### src/rtl/mainfsm_ws.sv
`timescale 1ns/1ps
// Multicycle ARM control FSM with memory wait states, counted multiply, timeout fault and illegal-op flag.
// Outputs decode from state (plus MemReady in FETCH/MEMWR); memory states stall until MemReady or timeout.
module mainfsm_ws #(
    parameter int MUL_CYCLES = 4,
    parameter int TIMEOUT    = 255
) (
    input  logic       clk,
    input  logic       reset,
    input  logic [1:0] Op,
    input  logic [5:0] Funct,
    input  logic       MulOp,
    input  logic       MemReady,
    output logic       MemReq,
    output logic       IRWrite,
    output logic       AdrSrc,
    output logic       NextPC,
    output logic       RegW,
    output logic       MemW,
    output logic       Branch,
    output logic       ALUOp,
    output logic [1:0] ALUSrcA,
    output logic [1:0] ALUSrcB,
    output logic [1:0] ResultSrc,
    output logic       MulStart,
    output logic       Illegal,
    output logic       Fault
);

    localparam int WAIT_W = (TIMEOUT < 2) ? 1 : $clog2(TIMEOUT + 1);
    localparam int MUL_W  = (MUL_CYCLES < 2) ? 1 : $clog2(MUL_CYCLES);
    localparam logic [WAIT_W-1:0] WAIT_LAST = WAIT_W'((TIMEOUT == 0) ? 0 : TIMEOUT - 1);
    localparam logic [MUL_W-1:0]  MUL_LAST  = MUL_W'((MUL_CYCLES < 1) ? 0 : MUL_CYCLES - 1);

    typedef enum logic [3:0] {
        FETCH, DECODE, MEMADR, MEMRD, MEMWB, MEMWR, EXECUTER,
        EXECUTEI, MULEX, ALUWB, BRANCH, UNKNOWN, FAULT
    } state_t;

    state_t              state_q, state_d;
    logic [WAIT_W-1:0]   wait_cnt_q, wait_cnt_d;
    logic [MUL_W-1:0]    mul_cnt_q, mul_cnt_d;
    logic                timeout_hit;

    always_ff @(posedge clk or negedge reset) begin
        if (!reset) begin
            state_q    <= FETCH;
            wait_cnt_q <= '0;
            mul_cnt_q  <= '0;
        end else begin
            state_q    <= state_d;
            wait_cnt_q <= wait_cnt_d;
            mul_cnt_q  <= mul_cnt_d;
        end
    end

    // Timeout fires on the TIMEOUT-th consecutive waiting cycle; a ready on that cycle still wins.
    assign timeout_hit = (TIMEOUT != 0) && !MemReady && (wait_cnt_q == WAIT_LAST);

    always_comb begin
        state_d   = state_q;
        MemReq    = 1'b0;
        IRWrite   = 1'b0;
        AdrSrc    = 1'b0;
        NextPC    = 1'b0;
        RegW      = 1'b0;
        MemW      = 1'b0;
        Branch    = 1'b0;
        ALUOp     = 1'b0;
        ALUSrcA   = 2'b00;
        ALUSrcB   = 2'b00;
        ResultSrc = 2'b00;
        MulStart  = 1'b0;
        Illegal   = 1'b0;
        Fault     = 1'b0;
        case (state_q)
            FETCH: begin
                MemReq    = 1'b1;
                ALUSrcA   = 2'b01;
                ALUSrcB   = 2'b10;
                ResultSrc = 2'b10;
                IRWrite   = MemReady;
                NextPC    = MemReady;
                if (MemReady)         state_d = DECODE;
                else if (timeout_hit) state_d = FAULT;
            end
            DECODE: begin
                ALUSrcA   = 2'b01;
                ALUSrcB   = 2'b10;
                ResultSrc = 2'b10;
                case (Op)
                    2'b00: begin
                        if (MulOp)         state_d = MULEX;
                        else if (Funct[5]) state_d = EXECUTEI;
                        else               state_d = EXECUTER;
                    end
                    2'b01:   state_d = MEMADR;
                    2'b10:   state_d = BRANCH;
                    default: state_d = UNKNOWN;
                endcase
            end
            EXECUTER: begin
                ALUOp   = 1'b1;
                state_d = ALUWB;
            end
            EXECUTEI: begin
                ALUOp   = 1'b1;
                ALUSrcB = 2'b01;
                state_d = ALUWB;
            end
            MULEX: begin
                MulStart = (mul_cnt_q == '0);
                if (mul_cnt_q == MUL_LAST) state_d = ALUWB;
            end
            ALUWB: begin
                RegW    = 1'b1;
                state_d = FETCH;
            end
            MEMADR: begin
                ALUSrcB = 2'b01;
                state_d = Funct[0] ? MEMRD : MEMWR;
            end
            MEMRD: begin
                MemReq = 1'b1;
                AdrSrc = 1'b1;
                if (MemReady)         state_d = MEMWB;
                else if (timeout_hit) state_d = FAULT;
            end
            MEMWR: begin
                MemReq = 1'b1;
                AdrSrc = 1'b1;
                MemW   = MemReady;
                if (MemReady)         state_d = FETCH;
                else if (timeout_hit) state_d = FAULT;
            end
            MEMWB: begin
                RegW      = 1'b1;
                ResultSrc = 2'b01;
                state_d   = FETCH;
            end
            BRANCH: begin
                Branch    = 1'b1;
                ALUSrcA   = 2'b10;
                ALUSrcB   = 2'b01;
                ResultSrc = 2'b10;
                state_d   = FETCH;
            end
            UNKNOWN: begin
                Illegal = 1'b1;
                state_d = FETCH;
            end
            FAULT: begin
                Fault = 1'b1;
            end
            default: state_d = FETCH;
        endcase
    end

    // Any state change restarts both counters, so each memory or multiply visit counts from zero.
    always_comb begin
        wait_cnt_d = wait_cnt_q;
        mul_cnt_d  = mul_cnt_q;
        if (state_d != state_q) begin
            wait_cnt_d = '0;
            mul_cnt_d  = '0;
        end else begin
            if (MemReq && !MemReady && (wait_cnt_q != '1)) wait_cnt_d = wait_cnt_q + 1'b1;
            if (state_q == MULEX)                          mul_cnt_d  = mul_cnt_q + 1'b1;
        end
    end

endmodule

### config.mk
export PLATFORM = sky130hd
export DESIGN_NAME = mainfsm_ws
export DESIGN_NICKNAME = d
export VERILOG_FILES = /design/src/rtl/mainfsm_ws.sv
export SDC_FILE = /design/constraint.sdc
export NUM_CORES = 1
export LEC_CHECK = 0
export CAP_MARGIN = 20
export CORE_MARGIN = 3
export CORE_UTILIZATION = 54
export DETAILED_ROUTE_END_ITERATION = 10
export HOLD_SLACK_MARGIN = 0.08
export PLACE_DENSITY_LB_ADDON = 0.12
export SLEW_MARGIN = 30
export SYNTH_ARGS = -nofsm -noshare
export SYNTH_HDL_FRONTEND = slang
export SYNTH_SLANG_ARGS = --single-unit
### constraint.sdc
create_clock -name clk -period 4.3 [get_ports clk]
set_input_delay 1.29 -clock clk [delete_from_list [all_inputs] [get_ports clk]]
set_output_delay 1.29 -clock clk [all_outputs]
set_load 0.02 [all_outputs]
Yosys cells after proc, flatten, opt, wreduce, memory -nomap -nowiden. Index checks and enable logic that the tools add are counted.

Bits in registers: 14. Bits of input ports: 12. Output and inout port bits: 17. Logic and storage cells: 66.

Add/subtract/negate cells: 2. Equal/unequal tests: 18. Multiplexer cells: 27. Reductions and logical operators: 16.

Operator list (number): one-hot mux 4 bit (8 select lines) (1); 2-to-1 mux 4 bit (6); == test 4 bit (second input constant) (5); == test 4 x 3 -> 1 bit (second input constant) (4); 2-to-1 mux 8 bit (2); one-hot mux 2 bit (2 select lines) (3); one-hot mux 4 bit (3 select lines) (1); 2-to-1 mux 1 bit (11); OR reduction 3 bit (3); adder 8 x 1 -> 8 bit (second input constant) (1); == test 4 x 2 -> 1 bit (second input constant) (2); == test 8 bit (second input constant) (1); != test 8 bit (second input constant) (1); OR reduction 2 bit (4); == test 2 bit (second input constant) (2); == test 4 x 1 -> 1 bit (second input constant) (1); zero test 2 bit (2); zero test 4 bit (1); 2-to-1 mux 2 bit (2); != test 4 bit (1); nonzero test 2 bit (2); logical AND 1 bit (3); 2-to-1 mux 3 bit (1); adder 2 x 1 -> 2 bit (second input constant) (1); other kinds (2) (2).

Depth between registers and ports, before layout. Gate-level depths: netlist of the first run.

Depth after elaboration: 7. Depth in mapped cells: 8. Gate-level depth less buffers: 7.

Least setup slack after synthesis of the first run. No wires, ideal clock.

Path type: in2out. Start point: input MemReady. End point: output MemW. Arrival: 2237 ps. Data required time: 3010 ps. Setup slack: 773 ps. Stages: 2. Buffers on the path: 1. Cells stage by stage: clkbuf_1 > nor4b_1.

Longest elaborated chain between the ends: 1.

RTL lines: start, declared (RTL line 13) `input logic MemReady,`; 2-to-1 mux 1 bit (RTL line 76) `case (state_q)`; end, declared (RTL line 19) `output logic MemW,`.

Every way passes these cells.

Worst setup path in the final report of the first run. Same ends and word-level chain as after synthesis.

==> results of run 1 <==
==> through the flow <==
step / util / hold slack (ns) / setup slack (ns) / power (mW)
2_1_floorplan: - / 0.511 / 0.773 / 0.661
3_3_place_gp: 0.717 / 0.538 / 0.338 / 0.833
3_5_place_dp: 0.717 / 0.561 / 0.322 / 0.849
4_1_cts: 0.728 / 0.571 / 0.320 / 0.921
5_1_grt: 0.728 / 0.598 / 0.243 / 0.991
6_report: 0.728 / 0.575 / 0.335 / 0.926
==> final cells by class <==
cell class	count	area [sq um]	area share
tap	27	33.8	0.0221
timing repair buffer	28	270	0.177
clock buffer	3	22.5	0.0147
multi-input combinational	126	820	0.536
sequential	14	350	0.229
inverter	9	33.8	0.0221
==> worst max path at each step <==
| stage | startpoint | end | slack [ns] | cells past startpoint |
|---|---|---|---|---|
| final | MemReady | MemW | 0.33 | 3 |
| after floorplan | MemReady | MemW | 0.77 | 2 |
| after global routing | MemReady | MemW | 0.24 | 3 |
| after global placement | MemReady | MemW | 0.34 | 3 |
| after detailed placement | MemReady | MemW | 0.32 | 3 |
| after CTS | MemReady | MemW | 0.32 | 3 |
==> synth_stat cells, drive strengths merged (2+ instances only) <==
| library cell | number |
|---|---|
| a21oi | 5 |
| a41oi | 2 |
| and2 | 4 |
| and3 | 5 |
| buf | 7 |
| clkbuf | 5 |
| dfrtp | 14 |
| ha | 6 |
| inv | 8 |
| mux2i | 7 |
| nand2 | 16 |
| nand2b | 6 |
| nand3 | 6 |
| nand4 | 3 |
| nor2 | 20 |
| nor2b | 3 |
| nor3 | 4 |
| nor4b | 3 |
| o21ai | 6 |
| o22ai | 2 |
| or2 | 2 |
| or3b | 2 |
| xnor2 | 2 |
| xor2 | 3 |
==> routing by layer <==
metal,global-route usage,up-vias
met1,0.284,591
met4,0.0249,0
li1,-,609
met2,0.345,50
met3,0.0627,2
met5,0,-
==> tightest hold or removal path: stages, from the launching register on <==
cell and delay, ns:
dfrtp_1 0.41, nand2_1 0.07, a21oi_1 0.06
==> layout by cell type, fill, tap and decap left out, types with 2 or more instances in the layout <==
cell type	Yosys	final
clkdlybuf4s50_1	0	24
nor2_1	20	20
nand2_1	16	16
dfrtp_1	14	14
inv_1	8	8
mux2i_1	7	7
nand2b_1	6	6
nand3_1	6	6
o21ai_0	6	6
ha_1	6	6
and3_1	5	5
a21oi_1	5	5
and2_1	4	4
buf_4	2	4
nor3_1	3	3
xor2_1	3	3
nor2b_1	3	3
nor4b_1	3	3
nand4_1	3	3
clkbuf_4	0	3
or2_2	2	2
o22ai_1	2	2
a41oi_1	2	2
xnor2_1	2	2
==> report_power, final <==
part	switching, mW	total (mW)	internal, mW
registers	0.0621	0.217	0.155
clock network	0.0384	0.0708	0.0325
logic	0.357	0.638	0.281
==> cell families (layout without fill, tap and decap cells) <==
logic type | Yosys count | after routing | share of synthesized area
xor gates and xnor gates | 5 | 5 | 0.0344
and+or+nand+nor | 80 | 80 | 0.340
adders and majority gates | 6 | 6 | 0.0590
AOI/OAI and AO/OA | 28 | 28 | 0.155
DFF | 14 | 14 | 0.275
buffers and inverters | 21 | 40 | 0.0806
muxes | 7 | 7 | 0.0551
==> registers in the layout, summed over array words and instances (netlist names) <==
| register | cells |
|---|---|
| state_q | 4 |
| wait_cnt_q | 8 |
| mul_cnt_q | 2 |
==> results by group, run 1 <==
Min path
  – Hold Crit Class: reg -> reg
  – Hold path depth: 2
  – Hold path startpoint: wait_cnt_q[1]
  – WHS Endpoint: wait_cnt_q[1]

Logic synthesis
  – Net Count, Synth: 179
  – Synth Cell Area: 1270 sq um
  – Top cells by area, synth: dfrtp_1, ha_1, nor2_1
  – Synth Area per Inst: 7.90 sq um
  – Ys flop type: dfrtp_1
  – EDFF count, synth: 0
  – Cell taking the most area after synthesis: dfrtp_1
  – Synth top area share: 0.275
  – Share of flip-flops with an asynchronous set or reset: 1.00
  – FF+latch count, synth: 14
  – Seq/Total Area, Yosys: 0.275
  – Syn Inst Count: 161
  – Synth Warn #: 0
  – Post-synth cell types: 49

Place
  – DP Wirelength: 2270 um
  – IO buf count: 24
  – Placer Congestion: 0.907
  – Placed cell count: 204
  – Area after DPL: 1510 sq um

Final layout
  – Nets: 200
  – Final Instance Area: 1530 sq um
  – Antenna cells: 0
  – Final-layout fill cell count: 180
  – Area Growth Syn to Fin: 20.3%
  – Non-Filler Instances: 207
  – Share of layout cells above drive strength 1: 0.0722

Clock network
  – Clock slew at reported path FFs: 0.07 ns
  – CTS tree: done
  – Longest Clk Path Bufs: 2
  – Num CTS Buffers: 3
  – Htree depth: 1
  – Buffer count from post-CTS setup fixing: 0
  – Clock Sinks: 14
  – Clock insertion delay at the later pin of the skew report: 0.27 ns
  – Post-CTS Hold Fix Bufs: 0
  – Post-CTS Resized: 0
  – Root Buffer: clkbuf_4

Drt
  – DR vias/cell: 6.05
  – WL met3: 256 um
  – Final wirelength: 2960 um
  – Uppermost routed layer: met4
  – DR vias: 1252
  – DRC violations left: 0
  – WL/cell: 14.3 um
  – M1 wire length: 1340 um
  – 1st-iter DRT viols: 28
  – DR WL met2: 1350 um
  – DR pass1 iterations: 4
  – Post-DRT Antenna Nets: 0

Setup path
  – CP Cell Sequence: clkdlybuf4s50_1 > nor4b_1 > clkdlybuf4s50_1
  – Crit Path Max Fanout: 3
  – Crit Reg-Reg Endpoint: wait_cnt_q[4]
  – Reg2reg start: state_q[2]
  – Crit-path max cell delay: 0.65 ns
  – Setup crit end kind: primary output
  – Worst endpoint data arrival time: 2.68 ns
  – Most frequent CP cell: clkdlybuf4s50_1
  – Worst r2r path cells: 6
  – Startpoint types: input pin
  – Worst EP required: 3.01 ns
  – Critical path class: in -> out
  – CP Buf/Inv Count: 2
  – Delay-heaviest family, CP: buffers and inverters
  – R2r setup slk: 1.72 ns
  – Crit path max-delay cell type: clkdlybuf4s50_1

GRT
  – GRT overflow: 0
  – Largest net degree at the start of global routing: 21
  – First-pass GRT wire length: 4600 um
  – Tot GR Track Use: 0.212
  – Vias in the first global route: 1062
  – Initial antenna violation count: 0

Timing
  – Fin crit period: 3.97 ns
  – Final setup fails: 0
  – FMAX: 252 MHz
  – Slew @ Worst Pin: 0.608 ns
  – Worst Skew: 0.00101 ns
  – Number of hold violations in the final report: 0
  – Setup TNS Final: 0 ns
  – Final worst path period share: 0.922
  – RSZ-0062 raised after global routing: no
  – Max transition margin: 0.593
  – Max-slew violations: 0

Outcome
  – Status: complete, no violations

Run
  – Max_cap viols: 0

Floorplan
  – Die area: 2980 sq um
  – Initial Util: 0.605
  – Row count: 16
  – Die height: 54.5 um
  – Die extent in x: 54.5 um
  – Core area: 2100 sq um
  – Io pins: 29

Power
  – Leak: 0.663 nW
  – Worst vdd ir: 0.427 mV
  – Cell area power density: 605 nW/um^2
No activity file was read; power rests on OpenSTA's default activity.
==> run 2: changes to the inputs <==
Settings changed: MAX_ROUTING_LAYER set to met4.
==> run 2 against run 1 <==
  * Power down 0.64%
  * Critical path depth unchanged
  * Maximum frequency down 1.6%
  * Hold slack worse by 0.0030 ns
  * Clock-buffer cell count unchanged
  * Sequential share of layout area unchanged
  * Clock power up 1%
  * First-iteration DRC count up 14%
  * Combinational power down 0.9%
  * Sequential cell count unchanged
  * Highest routed layer unchanged
==> results by group, run 2 (synthesized netlist as in run 1, its figures left out) <==
Outcome
  – Status: complete, no violations

GRT
  – Initial antenna violation count: 0 (unchanged)
  – Vias in the first global route: 1045 (-1.6%)
  – Tot GR Track Use: 0.231 (+0.0194)
  – GRT overflow: 0 (unchanged)
  – First-pass GRT wire length: 4730 um (+3.0%)
  – Largest net degree at the start of global routing: 21 (unchanged)

Setup path
  – Reg2reg start: state_q[2]
  – Setup crit end kind: primary output
  – Critical path class: in -> out
  – Worst endpoint data arrival time: 2.74 ns (+0.06 ns)
  – R2r setup slk: 1.78 ns (+0.06 ns)
  – Crit path max-delay cell type: clkdlybuf4s50_1
  – Worst r2r path cells: 6 (unchanged)
  – Startpoint types: input pin
  – Crit-path max cell delay: 0.67 ns (+0.02 ns)
  – Delay-heaviest family, CP: buffers and inverters
  – CP Cell Sequence: clkdlybuf4s50_1 > nor4b_1 > clkdlybuf4s50_1
  – Most frequent CP cell: clkdlybuf4s50_1
  – Crit Path Max Fanout: 3 (unchanged)
  – CP Buf/Inv Count: 2 (unchanged)
  – Crit Reg-Reg Endpoint: wait_cnt_q[4]
  – Worst EP required: 3.01 ns (about the same)

Timing
  – WHS: 0.572 ns (-0.00305 ns)
  – RSZ-0062 raised after global routing: no
  – Worst Skew: 0.00440 ns (+0.00339 ns)
  – Fin crit period: 4.03 ns (+0.0641 ns)
  – Max transition margin: 0.595 (+0.00230)
  – Final setup fails: 0 (unchanged)
  – Number of hold violations in the final report: 0 (unchanged)
  – Max-slew violations: 0 (unchanged)
  – FMAX: 248 MHz (-1.6%)
  – Setup TNS Final: 0 ns (unchanged)
  – Final worst path period share: 0.937 (+0.0149)
  – Slew @ Worst Pin: 0.605 ns (-0.00345 ns)

Min path
  – Hold Crit Class: reg -> reg
  – WHS Endpoint: wait_cnt_q[1]
  – Hold path startpoint: wait_cnt_q[1]
  – Hold path depth: 2 (unchanged)

Clock network
  – Clock slew at reported path FFs: 0.07 ns (about the same)
  – CTS tree: done
  – Post-CTS Hold Fix Bufs: 0 (unchanged)
  – Htree depth: 1 (unchanged)
  – Clock Sinks: 14 (unchanged)
  – Clock insertion delay at the later pin of the skew report: 0.28 ns (about the same)
  – Post-CTS Resized: 0 (unchanged)
  – Root Buffer: clkbuf_4
  – Buffer count from post-CTS setup fixing: 0 (unchanged)
  – Num CTS Buffers: 3 (unchanged)
  – Longest Clk Path Bufs: 2 (unchanged)

Final layout
  – Final-layout fill cell count: 161 (-11%)
  – Commonest cells after routing, fill and taps aside: clkdlybuf4s50_1, nor2_1, nand2_1
  – Largest reg by FF count: wait_cnt_q
  – Antenna cells: 0 (unchanged)
  – Largest registers: wait_cnt_q x8, state_q x4, mul_cnt_q x2
  – Largest register FFs: 8 (unchanged)
  – Leading cell type in the layout, fill and taps excluded: clkdlybuf4s50_1
  – Non-Filler Instances: 207 (unchanged)
  – Area Growth Syn to Fin: 20.3% (unchanged)
  – Nets: 200 (unchanged)
  – Share of layout cells above drive strength 1: 0.0722 (unchanged)

Power
  – Clock power frac: 0.078 (about the same)
  – Leak: 0.663 nW (unchanged)
  – Cell area power density: 601 nW/um^2 (-0.64%)
  – P_int: 0.468 mW (about the same)
  – Sw frac: 0.491 (-0.00293)
  – Worst vdd ir: 0.414 mV (-3.1%)
  – Power share of the combinational group: 0.688 (about the same)
  – Total Power: 0.920 mW (-0.64%)
  – P_sw: 0.452 mW (-1.2%)
  – Seq pwr share: 0.234 (about the same)

Place
  – IO buf count: 24 (unchanged)
  – DP Wirelength: 2270 um (-0.15%)
  – Placer Congestion: 0.925 (+2.0%)
  – Placed cell count: 204 (unchanged)

Drt
  – DR vias: 1220 (-2.6%)
  – 1st-iter DRT viols: 32 (+14%)
  – WL/cell: 14.1 um (-1.5%)
  – DR vias/cell: 5.89 (-2.6%)
  – Post-DRT Antenna Nets: 0 (unchanged)
  – DR pass1 iterations: 4 (unchanged)
  – DRC violations left: 0 (unchanged)
  – Final wirelength: 2910 um (-1.5%)

Floorplan
  – Core area: 2100 sq um (unchanged)
  – Die height: 54.5 um (unchanged)
  – Row count: 16 (unchanged)
  – Die extent in x: 54.5 um (unchanged)
  – Die area: 2980 sq um (unchanged)
  – Io pins: 29 (unchanged)
  – Initial Util: 0.605 (unchanged)

Run
  – Max_cap viols: 0 (unchanged)
run 2: cell counts in the layout (fill, tap and decap cells not counted):
No cell type changed its count.
run 2: layer usage:
layer  routed length (um)  up-vias  global-route usage
met4                   21        0              0.0539
met1                 1350      570               0.307
met5                    0        -                   -
li1                     -      609                   -
met2                 1350       36               0.349
met3                  189        5              0.0627
run 2: how the worst max path moves through the flow:
| stage | slack, ns | end | from | depth (start not counted) |
|---|---|---|---|---|
| after global placement | 0.34 | MemW | MemReady | 3 |
| final | 0.27 | MemW | MemReady | 3 |
| after CTS | 0.29 | MemW | MemReady | 3 |
| after detailed placement | 0.29 | MemW | MemReady | 3 |
| after floorplan | 0.77 | MemW | MemReady | 2 |
| after global routing | 0.19 | MemW | MemReady | 3 |
run 2: cell type report:
cell class,instances,area (sq um),area share
clock buffer,3,22.5,0.0147
multi-input combinational,126,820,0.536
sequential,14,350,0.229
timing repair buffer,28,270,0.177
tap,27,33.8,0.0221
inverter,9,33.8,0.0221
run 2: power groups by stage:
| stage | Sequential (mW) | Combinational [mW] | Clock, mW |
|---|---|---|---|
| 3_3_place_gp | 0.216 | 0.618 | 0 |
| 5_1_grt | 0.224 | 0.691 | 0.0806 |
| 2_1_floorplan | 0.171 | 0.490 | 0 |
| 4_1_cts | 0.214 | 0.632 | 0.0730 |
| 3_5_place_dp | 0.216 | 0.630 | 0 |
| 6_report | 0.215 | 0.632 | 0.0718 |
run 2: per-stage QoR:
| stage | worst slack, ns | instance area [sq um] | util |
|---|---|---|---|
| floorplan | 0.773 | 1270 | - |
| global placement | 0.338 | 1510 | 0.717 |
| detailed placement | 0.291 | 1510 | 0.717 |
| CTS | 0.287 | 1530 | 0.728 |
| global route | 0.191 | 1530 | 0.728 |
| finish | 0.271 | 1530 | 0.728 |
run 2: tightest hold or removal path: stages, from the launching register on:
cell,delay (ns)
dfrtp_1,0.41
nand2_1,0.07
a21oi_1,0.06
